<file path="config.mk">
export PLATFORM = sky130hd
export DESIGN_NAME = blob_binarizer
export DESIGN_NICKNAME = d
export VERILOG_FILES = /design/src/rtl/blob_pkg.sv /design/src/rtl/blob_binarizer_luma.sv /design/src/rtl/blob_binarizer.sv
export SDC_FILE = /design/constraint.sdc
export NUM_CORES = 1
export LEC_CHECK = 0
export BUFFER_PORTS_ARGS = -buffer_cell sky130_fd_sc_hd__buf_2
export CELL_PAD_IN_SITES_DETAIL_PLACEMENT = 1
export CELL_PAD_IN_SITES_GLOBAL_PLACEMENT = 1
export CORE_MARGIN = 5
export CORE_UTILIZATION = 45
export CTS_CLUSTER_SIZE = 40
export DETAILED_ROUTE_END_ITERATION = 7
export GPL_TIMING_DRIVEN = 0
export PLACE_DENSITY = 0.9
export SKIP_LAST_GASP = 1
export SLEW_MARGIN = 10
export SYNTH_ARGS = -nofsm -noshare
export SYNTH_HDL_FRONTEND = slang
export SYNTH_SLANG_ARGS = --single-unit
</file>
<file path="constraint.sdc">
create_clock -name i_clk -period 8.4 [get_ports i_clk]
set_clock_uncertainty 0.15 [all_clocks]
set_input_delay 1.26 -clock i_clk [delete_from_list [all_inputs] [get_ports i_clk]]
set_output_delay 1.26 -clock i_clk [all_outputs]
set_load 0.02 [all_outputs]
</file>
<file path="src/rtl/blob_pkg.sv">
// Shared definitions for the blob-counting camera path: frame geometry,
// coordinate widths, binarizer states and the 3-input majority helper.
package blob_pkg;

  localparam int IMG_COL = 640;
  localparam int IMG_ROW = 480;
  localparam int COL_W   = 10;
  localparam int ROW_W   = 9;
  localparam int PIX_W   = 12;

  typedef enum logic [1:0] {
    S_WAIT_SOF = 2'd0,
    S_RUN      = 2'd1,
    S_TAIL     = 2'd2
  } state_t;

  function automatic logic maj3(input logic a, input logic b, input logic c);
    return (a & b) | (a & c) | (b & c);
  endfunction

endpackage

</file>
<file path="src/rtl/blob_binarizer_luma.sv">
// Combinational luma (R + 2G + B) / 4, threshold compare and polarity select.
// Kept separate so a later vertical filter can reuse the same pixel classifier.
module bin_luma_cmp #(
  parameter int PIX_W = blob_pkg::PIX_W
) (
  input  logic [PIX_W-1:0] i_r,
  input  logic [PIX_W-1:0] i_g,
  input  logic [PIX_W-1:0] i_b,
  input  logic [PIX_W-1:0] i_thresh,
  input  logic             i_invert,
  output logic             o_bit
);

  logic [PIX_W+1:0] sum_s;
  logic [PIX_W-1:0] luma_s;

  // Two guard bits hold 4 * max channel value without wrapping.
  always_comb begin
    sum_s  = {2'b00, i_r} + {1'b0, i_g, 1'b0} + {2'b00, i_b};
    luma_s = sum_s[PIX_W+1:2];
    o_bit  = (luma_s >= i_thresh) ^ i_invert;
  end

endmodule

</file>
<file path="src/rtl/blob_binarizer.sv">
// Raster RGB to filtered 1-bit foreground stream with frame marks and
// coordinates; feeds the blob counter.
module blob_binarizer
  import blob_pkg::state_t, blob_pkg::S_WAIT_SOF, blob_pkg::S_RUN,
         blob_pkg::S_TAIL, blob_pkg::maj3;
#(
  parameter int IMG_COL = blob_pkg::IMG_COL,
  parameter int IMG_ROW = blob_pkg::IMG_ROW,
  parameter int PIX_W   = blob_pkg::PIX_W
) (
  input  logic                       i_clk,
  input  logic                       i_rst,
  input  logic                       i_valid,
  input  logic                       i_sof,
  input  logic [PIX_W-1:0]           i_r,
  input  logic [PIX_W-1:0]           i_g,
  input  logic [PIX_W-1:0]           i_b,
  input  logic [PIX_W-1:0]           i_thresh,
  input  logic                       i_invert,
  output logic                       o_valid,
  output logic                       o_seq,
  output logic                       o_sof,
  output logic                       o_eof,
  output logic [blob_pkg::COL_W-1:0] o_col,
  output logic [blob_pkg::ROW_W-1:0] o_row,
  output logic                       o_sync_err
);

  localparam int COL_W = blob_pkg::COL_W;
  localparam int ROW_W = blob_pkg::ROW_W;

  state_t           state_r, state_nxt_s;
  logic             tail_cnt_r, tail_nxt_s;
  logic [COL_W-1:0] col_r, acc_col_s;
  logic [ROW_W-1:0] row_r, acc_row_s, pend_row_r;
  logic [1:0]       win_r;
  logic             pend_r;
  logic             bit_s, accept_s, early_sof_s, last_col_s, last_row_s;
  logic             emit_s, filt_s;

  bin_luma_cmp #(.PIX_W(PIX_W)) u_luma (
    .i_r      (i_r),
    .i_g      (i_g),
    .i_b      (i_b),
    .i_thresh (i_thresh),
    .i_invert (i_invert),
    .o_bit    (bit_s)
  );

  // Accept qualification and coordinates of the beat being accepted.
  always_comb begin
    accept_s    = i_valid & ((state_r == S_RUN) | i_sof);
    acc_col_s   = i_sof ? {COL_W{1'b0}} : col_r;
    acc_row_s   = i_sof ? {ROW_W{1'b0}} : row_r;
    early_sof_s = i_valid & i_sof & (state_r == S_RUN) &
                  ((col_r != {COL_W{1'b0}}) | (row_r != {ROW_W{1'b0}}));
    last_col_s  = (acc_col_s == COL_W'(IMG_COL - 1));
    last_row_s  = (acc_row_s == ROW_W'(IMG_ROW - 1));
    emit_s      = accept_s & (acc_col_s != {COL_W{1'b0}});
    // win_r holds b[c-2], b[c-1]; column 0 is forced to background.
    if (acc_col_s == COL_W'(1)) begin
      filt_s = 1'b0;
    end else begin
      filt_s = maj3(win_r[0], win_r[1], bit_s);
    end
  end

  // Next-state logic.
  always_comb begin
    state_nxt_s = state_r;
    case (state_r)
      S_WAIT_SOF: begin
        if (accept_s) state_nxt_s = S_RUN;
        else          state_nxt_s = S_WAIT_SOF;
      end
      S_RUN: begin
        if (accept_s && last_col_s && last_row_s) state_nxt_s = S_TAIL;
        else                                      state_nxt_s = S_RUN;
      end
      S_TAIL: begin
        if (accept_s)        state_nxt_s = S_RUN;
        else if (tail_cnt_r) state_nxt_s = S_WAIT_SOF;
        else                 state_nxt_s = S_TAIL;
      end
      default: state_nxt_s = S_WAIT_SOF;
    endcase
    tail_nxt_s = (state_r == S_TAIL) && (state_nxt_s == S_TAIL);
  end

  // State, raster position, pixel window and registered outputs.
  always_ff @(posedge i_clk) begin
    if (i_rst) begin
      state_r    <= S_WAIT_SOF;
      tail_cnt_r <= 1'b0;
      col_r      <= {COL_W{1'b0}};
      row_r      <= {ROW_W{1'b0}};
      win_r      <= 2'b00;
      pend_r     <= 1'b0;
      pend_row_r <= {ROW_W{1'b0}};
      o_valid    <= 1'b0;
      o_seq      <= 1'b0;
      o_sof      <= 1'b0;
      o_eof      <= 1'b0;
      o_col      <= {COL_W{1'b0}};
      o_row      <= {ROW_W{1'b0}};
      o_sync_err <= 1'b0;
    end else begin
      state_r    <= state_nxt_s;
      tail_cnt_r <= tail_nxt_s;
      pend_r     <= accept_s & last_col_s;
      pend_row_r <= acc_row_s;
      o_sync_err <= o_sync_err | early_sof_s;
      if (accept_s) begin
        win_r <= {bit_s, win_r[1]};
        if (last_col_s) begin
          col_r <= {COL_W{1'b0}};
          row_r <= last_row_s ? {ROW_W{1'b0}} : acc_row_s + ROW_W'(1);
        end else begin
          col_r <= acc_col_s + COL_W'(1);
          row_r <= acc_row_s;
        end
      end else begin
        win_r <= win_r;
        col_r <= col_r;
        row_r <= row_r;
      end
      // A pending last column never coincides with an emitting accept.
      if (emit_s) begin
        o_valid <= 1'b1;
        o_seq   <= filt_s;
        o_sof   <= (acc_col_s == COL_W'(1)) && (acc_row_s == {ROW_W{1'b0}});
        o_eof   <= 1'b0;
        o_col   <= acc_col_s - COL_W'(1);
        o_row   <= acc_row_s;
      end else if (pend_r) begin
        o_valid <= 1'b1;
        o_seq   <= 1'b0;
        o_sof   <= 1'b0;
        o_eof   <= (pend_row_r == ROW_W'(IMG_ROW - 1));
        o_col   <= COL_W'(IMG_COL - 1);
        o_row   <= pend_row_r;
      end else begin
        o_valid <= 1'b0;
        o_seq   <= 1'b0;
        o_sof   <= 1'b0;
        o_eof   <= 1'b0;
        o_col   <= o_col;
        o_row   <= o_row;
      end
    end
  end

endmodule
</file>
# Word level (Yosys, flattened, before mapping)
# Index checks and enable logic that the tools add are counted.
# op_classes
add_sub_neg	5
multipliers	0
div_mod_pow	0
n_lt_le_gt_ge	1
eq_ne	7
n_shift	0
mux	16
n_bitwise	17
n_reduce_logical	13
# ops
operator	n
2-to-1 mux 9 bit	5
2-to-1 mux 10 bit	4
nonzero test 10 bit	2
equality test 9 bit, second input constant	2
adder 12 x 13 -> 14 bit	1
adder 14 x 12 -> 14 bit	1
greater-or-equal comparator 12 bit	1
adder 10 x 1 -> 10 bit, second input constant	1
equality test 10 x 1 -> 1 bit, second input constant	1
equality test 10 bit, second input constant	1
subtractor 10 x 1 -> 10 bit, second input constant	1
adder 9 x 1 -> 9 bit, second input constant	1
AND 1 bit	9
zero test 9 bit	1
nonzero test 9 bit	1
2-to-1 mux 2 bit	3
one-hot mux 2 bit (3 select lines)	1
OR reduction 3 bit	2
OR 1 bit	5
equality test 2 bit, second input constant	2
logical AND 1 bit	4
2-to-1 mux 1 bit	3
equality test 2 x 1 -> 1 bit, second input constant	1
zero test 2 bit	1
4 further kinds	5
# word_totals
ff_bits	58
latchBits	0
mem_bits_rw	0
mem_bits_ro	0
input_bits	53
out_inout_bits	24
elab_cells	73
n_memories	0

# Logic depth before layout (Yosys ltp)
# logic_depth
ltp_word	9
depth_mapped	18
mapped_depth_nobuf	18

# Hierarchy
# Synthesis repeated with hierarchy kept, for this count alone.
# unflattened
hier_cells	463
area_unflattened_um2	3877.5
# modules_own_cells
mod	n_inst	cells_each	area_each_um2	seq_area_each_um2
blob_binarizer	1	340	2822.7	1161.1
bin_luma_cmp	1	123	1054.8	0.0

# Worst setup path before layout
# OpenSTA, ideal clock, no wires.
# synth_timing
path_kind	input port to flip-flop
from	input i_r[1]
to	register o_seq
setup_time_ns	0.120
t_arrival_ns	4.466
t_required_ns	8.130
slack_ns	3.664
path_stages	18
n_path_buf	0
cell_sequence	inv_1 > fa_1 > inv_1 > nand3_1 > fa_1 > inv_1 > a21o_1 > a21oi_1 > o211a_1 > or2_2 > o211ai_1 > ha_1 > a21o_1 > a21oi_1 > mux2i_1 > a31o_2 > a211oi_1 > nor2_1
# synth_via
elab_chain_len	7
word_cells_on_any_way	8
classes_between	2 x add/sub; 1 x order compare; 5 x bitwise
# synth_rtl
item	line_no	source
from (decl)	blob_binarizer.sv:15	input logic [PIX_W-1:0] i_r,
adder 12 x 13 -> 14 bit *	blob_binarizer_luma.sv:19	sum_s = {2'b00, i_r} + {1'b0, i_g, 1'b0} + {2'b00, i_b};
adder 14 x 12 -> 14 bit *	blob_binarizer_luma.sv:19	
greater-or-equal comparator 12 bit *	blob_binarizer_luma.sv:21	o_bit = (luma_s >= i_thresh) ^ i_invert;
bitwise XOR 1 bit *	blob_binarizer_luma.sv:21	
AND 1 bit	blob_pkg.sv:18	return (a & b) | (a & c) | (b & c);
OR 1 bit	blob_pkg.sv:18	
OR 1 bit *	blob_pkg.sv:18	
to (signal assigned)	blob_binarizer.sv:130	o_seq <= filt_s;
to (decl)	blob_binarizer.sv:21	output logic o_seq,
# Mark *: on every way between the ends. The rest lies on a longest branch, timed or not.
# A chain may end at the register's enable or synchronous reset.

# Worst setup path in the final report
# layout_timing
from	input i_r[1]
to	register win_r[1]
# layout_via
elab_chain_len	4
# layout_rtl
item	line_no	source
adder 12 x 13 -> 14 bit	blob_binarizer_luma.sv:19	
adder 14 x 12 -> 14 bit	blob_binarizer_luma.sv:19	
greater-or-equal comparator 12 bit	blob_binarizer_luma.sv:21	
bitwise XOR 1 bit	blob_binarizer_luma.sv:21	
to (signal assigned)	blob_binarizer.sv:114	win_r <= {bit_s, win_r[1]};
to (signal assigned)	blob_binarizer.sv:123	win_r <= win_r;
to (decl)	blob_binarizer.sv:36	logic [1:0] win_r;
# Every way passes these cells.

==> results.txt <==
----------------------------------------------------
[STA]
  Hold Fails Final Rpt ... 0
  Aggregate negative setup slack ... 0 ns
  Worst rel slew slack ... 55.2%
  Period utilization ... 58.4%
  Highest clock rate ... 204 MHz
  Min Tclk post-route ... 4.91 ns
  Final setup fails ... 0
  Count of pins over their slew limit ... 0
  Setup repair after global routing missed its margin ... false
  Min setup slack post-route ... 3.49 ns
  Slew at the pin closest to its max-slew limit ... 0.667 ns

[Clock network]
  CTS buffer count ... 9
  Clock sinks ... 58
  Cell at the root of the clock tree ... sky130_fd_sc_hd__clkbuf_8
  Deepest clock path buffer count ... 2
  Clock tree from TritonCTS ... built
  Post-cts hold buffer count ... 0
  Number of H-tree levels ... 3
  Number of instances resized during post-cts repair ... 0
  Worst-path clk slew ... 0.08 ns
  Buffers inserted during post-CTS setup optimization ... 0
  Clk Latency, worst-skew pair ... 0.35 ns

[Synth]
  Total number of yosys warnings ... 0
  Number of register bits inferred by synthesis ... 58
  Most instantiated flip-flop cell in the synthesis netlist ... sky130_fd_sc_hd__dfxtp_1
  Cell count after synthesis ... 500
  Count of different cell masters after synthesis ... 66
  Async set-or-reset flop fraction in the synthesized netlist ... 0%
  Sequential share of the synthesized area ... 28.7%
  Number of enable-type register cells in the synthesized netlist ... 0
  Post-synthesis average cell area ... 8.09 um^2
  Mapped Nets ... 593
  Summed instance area of the synthesized netlist ... 0.00404 mm^2

[Route]
  Total via count in the routed design ... 4,183
  Starting DRC count in detailed routing ... 196
  Total Routed Length ... 13,500 um
  Routed wire per std cell ... 19.4 um
  Number of iterations in the first detailed-routing pass ... 5
  DRC ... 0
  Via/cell ratio ... 5.99
  Final antenna-violating net count ... 0

[Finish]
  Filler cell count ... 1,114
  Layout cell share with drive strength beyond 1 ... 19.7%
  Highest-count cells in the layout ignoring fill and taps ... 82 x sky130_fd_sc_hd__buf_2, 58 x sky130_fd_sc_hd__dfxtp_1, 45 x sky130_fd_sc_hd__nor2_1
  Layout Cell Area excl Fill ... 0.00478 mm^2
  Number of cells in the finished layout apart from fillers ... 698
  Final antenna diode count ... 0
  Area grow syn2layout ... 18.1%
  Layout Nets ... 678
  Most common cell after layout, fill and taps aside ... sky130_fd_sc_hd__buf_2

[Worst setup path]
  CP max FO ... 3
  Critical Path Sink Type ... register
  Setup Crit Path Kind ... in2reg
  CP Launch Type ... primary input
  Required @ worst endpoint ... 8.45 ns
  Cell type of the slowest stage on the worst timing path ... sky130_fd_sc_hd__fa_1
  Ordered cell list for the critical path ... buf_2 -> inv_1 -> fa_1 -> inv_1 -> nand3_1 -> fa_1 -> inv_1 -> a21o_1 -> a21oi_1 -> o211a_1 -> or2_2 -> o211ai_1 -> ha_1 -> a21o_1 -> a21oi_1 -> mux2i_1 -> a31o_2 -> o21ai_0 -> a21oi_1
  Delay of the slowest critical-path stage ... 0.46 ns
  Arrival time worst endpoint ... 4.96 ns

[Global routing]
  Initial antenna violation count ... 0
  Vias in the first global route ... 4,594
  Global-route wire length before repair ... 22,600 um
  Maximum number of pins on one net before global-route repair ... 13
  Residual overflow from global routing ... 0
  Total global routing track utilization ... 24.8%

[Die]
  Effective utilization at floorplan ... 46.4%
  Floorplan core area ... 0.00872 mm^2
  X dimension of the die ... 105 um
  Area of the die ... 0.0110 mm^2
  Die boundary height ... 105 um
  Count of pins on the block boundary ... 77
  Std cell rows ... 34

[Placement]
  Placed inst area ... 0.00455 mm^2
  Port Buffers ... 74
  Global placer's final weighted congestion ... 0.862
  Post-Place Setup Slack ... 3.13 ns
  Post-DP HPWL ... 10,400 um
  Total instance count after detailed placement ... 682

[Pwr]
  Largest voltage drop on the vdd net ... 99.3 uV
  Static leakage ... 2.10 nW
  Total power consumption of the routed design ... 0.819 mW
  Power density over cell area ... 172 mW/mm^2

[Run status]
  Run status ... completed

[Hold path]
  Class of the tightest hold or removal check ... reg2reg

[Job]
  Max-cap viol count ... 0

----------------------------------------------------
per-stage QoR:
stage                     hold WS [ns]  util (%)
final                            0.330      54.8
after global routing             0.364      54.8
after CTS                        0.334      54.8
after detailed placement         0.311      52.2
after global placement           0.299      52.2
after floorplan                  0.287         -
worst paths after layout:
path	start	endpoint	slack [ns]	cells after the start
hold / removal	o_sync_err	o_sync_err	0.33	2
setup / recovery	i_r[1]	win_r[1]	3.49	19
hold reg to reg	o_sync_err	o_sync_err	0.33	2
setup reg to reg	col_r[1]	row_r[3]	5.64	9
sequential cells by signal (all words and copies together), names as in the netlist:
name        count
o_sof           1
row_r           9
pend_r          1
state_r         2
o_valid         1
tail_cnt_r      1
o_seq           1
win_r           2
o_col          10
col_r          10
o_row           9
pend_row_r      9
o_sync_err      1
o_eof           1
power by group:
part | leakage (nW) | total [mW] | switching, mW | internal [mW]
logic | 1.52 | 0.241 | 0.140 | 0.101
clock network | 0.110 | 0.297 | 0.127 | 0.169
registers | 0.468 | 0.282 | 0.00309 | 0.279
kinds of logic (layout without fill, tap and decap cells):
family | after synthesis | in the layout | share of synthesized area, %
adders and majority gates | 40 | 40 | 14.6
DFF | 58 | 58 | 28.7
xor gates and xnor gates | 12 | 12 | 2.60
buffers and inverters | 62 | 152 | 6.59
AOI/OAI and AO/OA | 131 | 131 | 20.8
muxes | 6 | 6 | 1.52
and+or+nand+nor | 191 | 191 | 25.2
area by class of cell:
| class | instances | area, um^2 | area share (%) |
|---|---|---|---|
| buffer | 33 | 158 | 3.30 |
| clock buffer | 9 | 124 | 2.59 |
| clock inverter | 7 | 103 | 2.15 |
| inverter | 29 | 109 | 2.28 |
| multi-input combinational | 380 | 2620 | 54.8 |
| sequential | 58 | 1160 | 24.3 |
| tap | 108 | 135 | 2.83 |
| timing repair buffer | 74 | 370 | 7.75 |
cell usage after synthesis, types with 4 or more instances:
master,n,share of area (%)
sky130_fd_sc_hd__fa_1,12,5.9
sky130_fd_sc_hd__nor2b_1,12,1.9
sky130_fd_sc_hd__or3_1,4,0.62
sky130_fd_sc_hd__nand3b_1,4,0.74
sky130_fd_sc_hd__nor3_1,25,3.1
sky130_fd_sc_hd__dfxtp_1,58,29
sky130_fd_sc_hd__o21ai_0,31,3.8
sky130_fd_sc_hd__nand4_1,5,0.77
sky130_fd_sc_hd__nand2_1,41,3.8
sky130_fd_sc_hd__buf_2,8,0.99
sky130_fd_sc_hd__nand3_1,11,1.4
sky130_fd_sc_hd__clkbuf_1,19,1.8
sky130_fd_sc_hd__ha_1,28,8.7
sky130_fd_sc_hd__and3_1,5,0.77
sky130_fd_sc_hd__a21oi_1,36,4.5
sky130_fd_sc_hd__a211oi_1,19,3.5
sky130_fd_sc_hd__nor2_1,45,4.2
sky130_fd_sc_hd__mux2i_1,5,1.2
sky130_fd_sc_hd__nor4_1,4,0.62
sky130_fd_sc_hd__a21o_1,7,1.3
sky130_fd_sc_hd__xnor2_1,11,2.4
sky130_fd_sc_hd__a31oi_1,5,0.77
sky130_fd_sc_hd__o31ai_1,4,0.74
sky130_fd_sc_hd__a32oi_1,4,0.87
sky130_fd_sc_hd__or4_1,4,0.74
sky130_fd_sc_hd__a311oi_1,4,0.87
sky130_fd_sc_hd__inv_1,29,2.7
critical path, delay by kind of cell:
family	cells	cell delay, ns
simple gates	2	0.45
mux	1	0.13
fa+ha+maj	3	1.17
compound gates	9	1.62
buf+inv	4	0.33
layer usage:
layer | global-route usage, % | part of all wire, % | wire length, um
met5 | 0 | 0 | 0
met4 | 8.31 | 1.8 | 248
met3 | 4.99 | 5.8 | 790
met2 | 45.4 | 51 | 6900
met1 | 28.5 | 41 | 5570
Power figures use the tool's default switching activity.
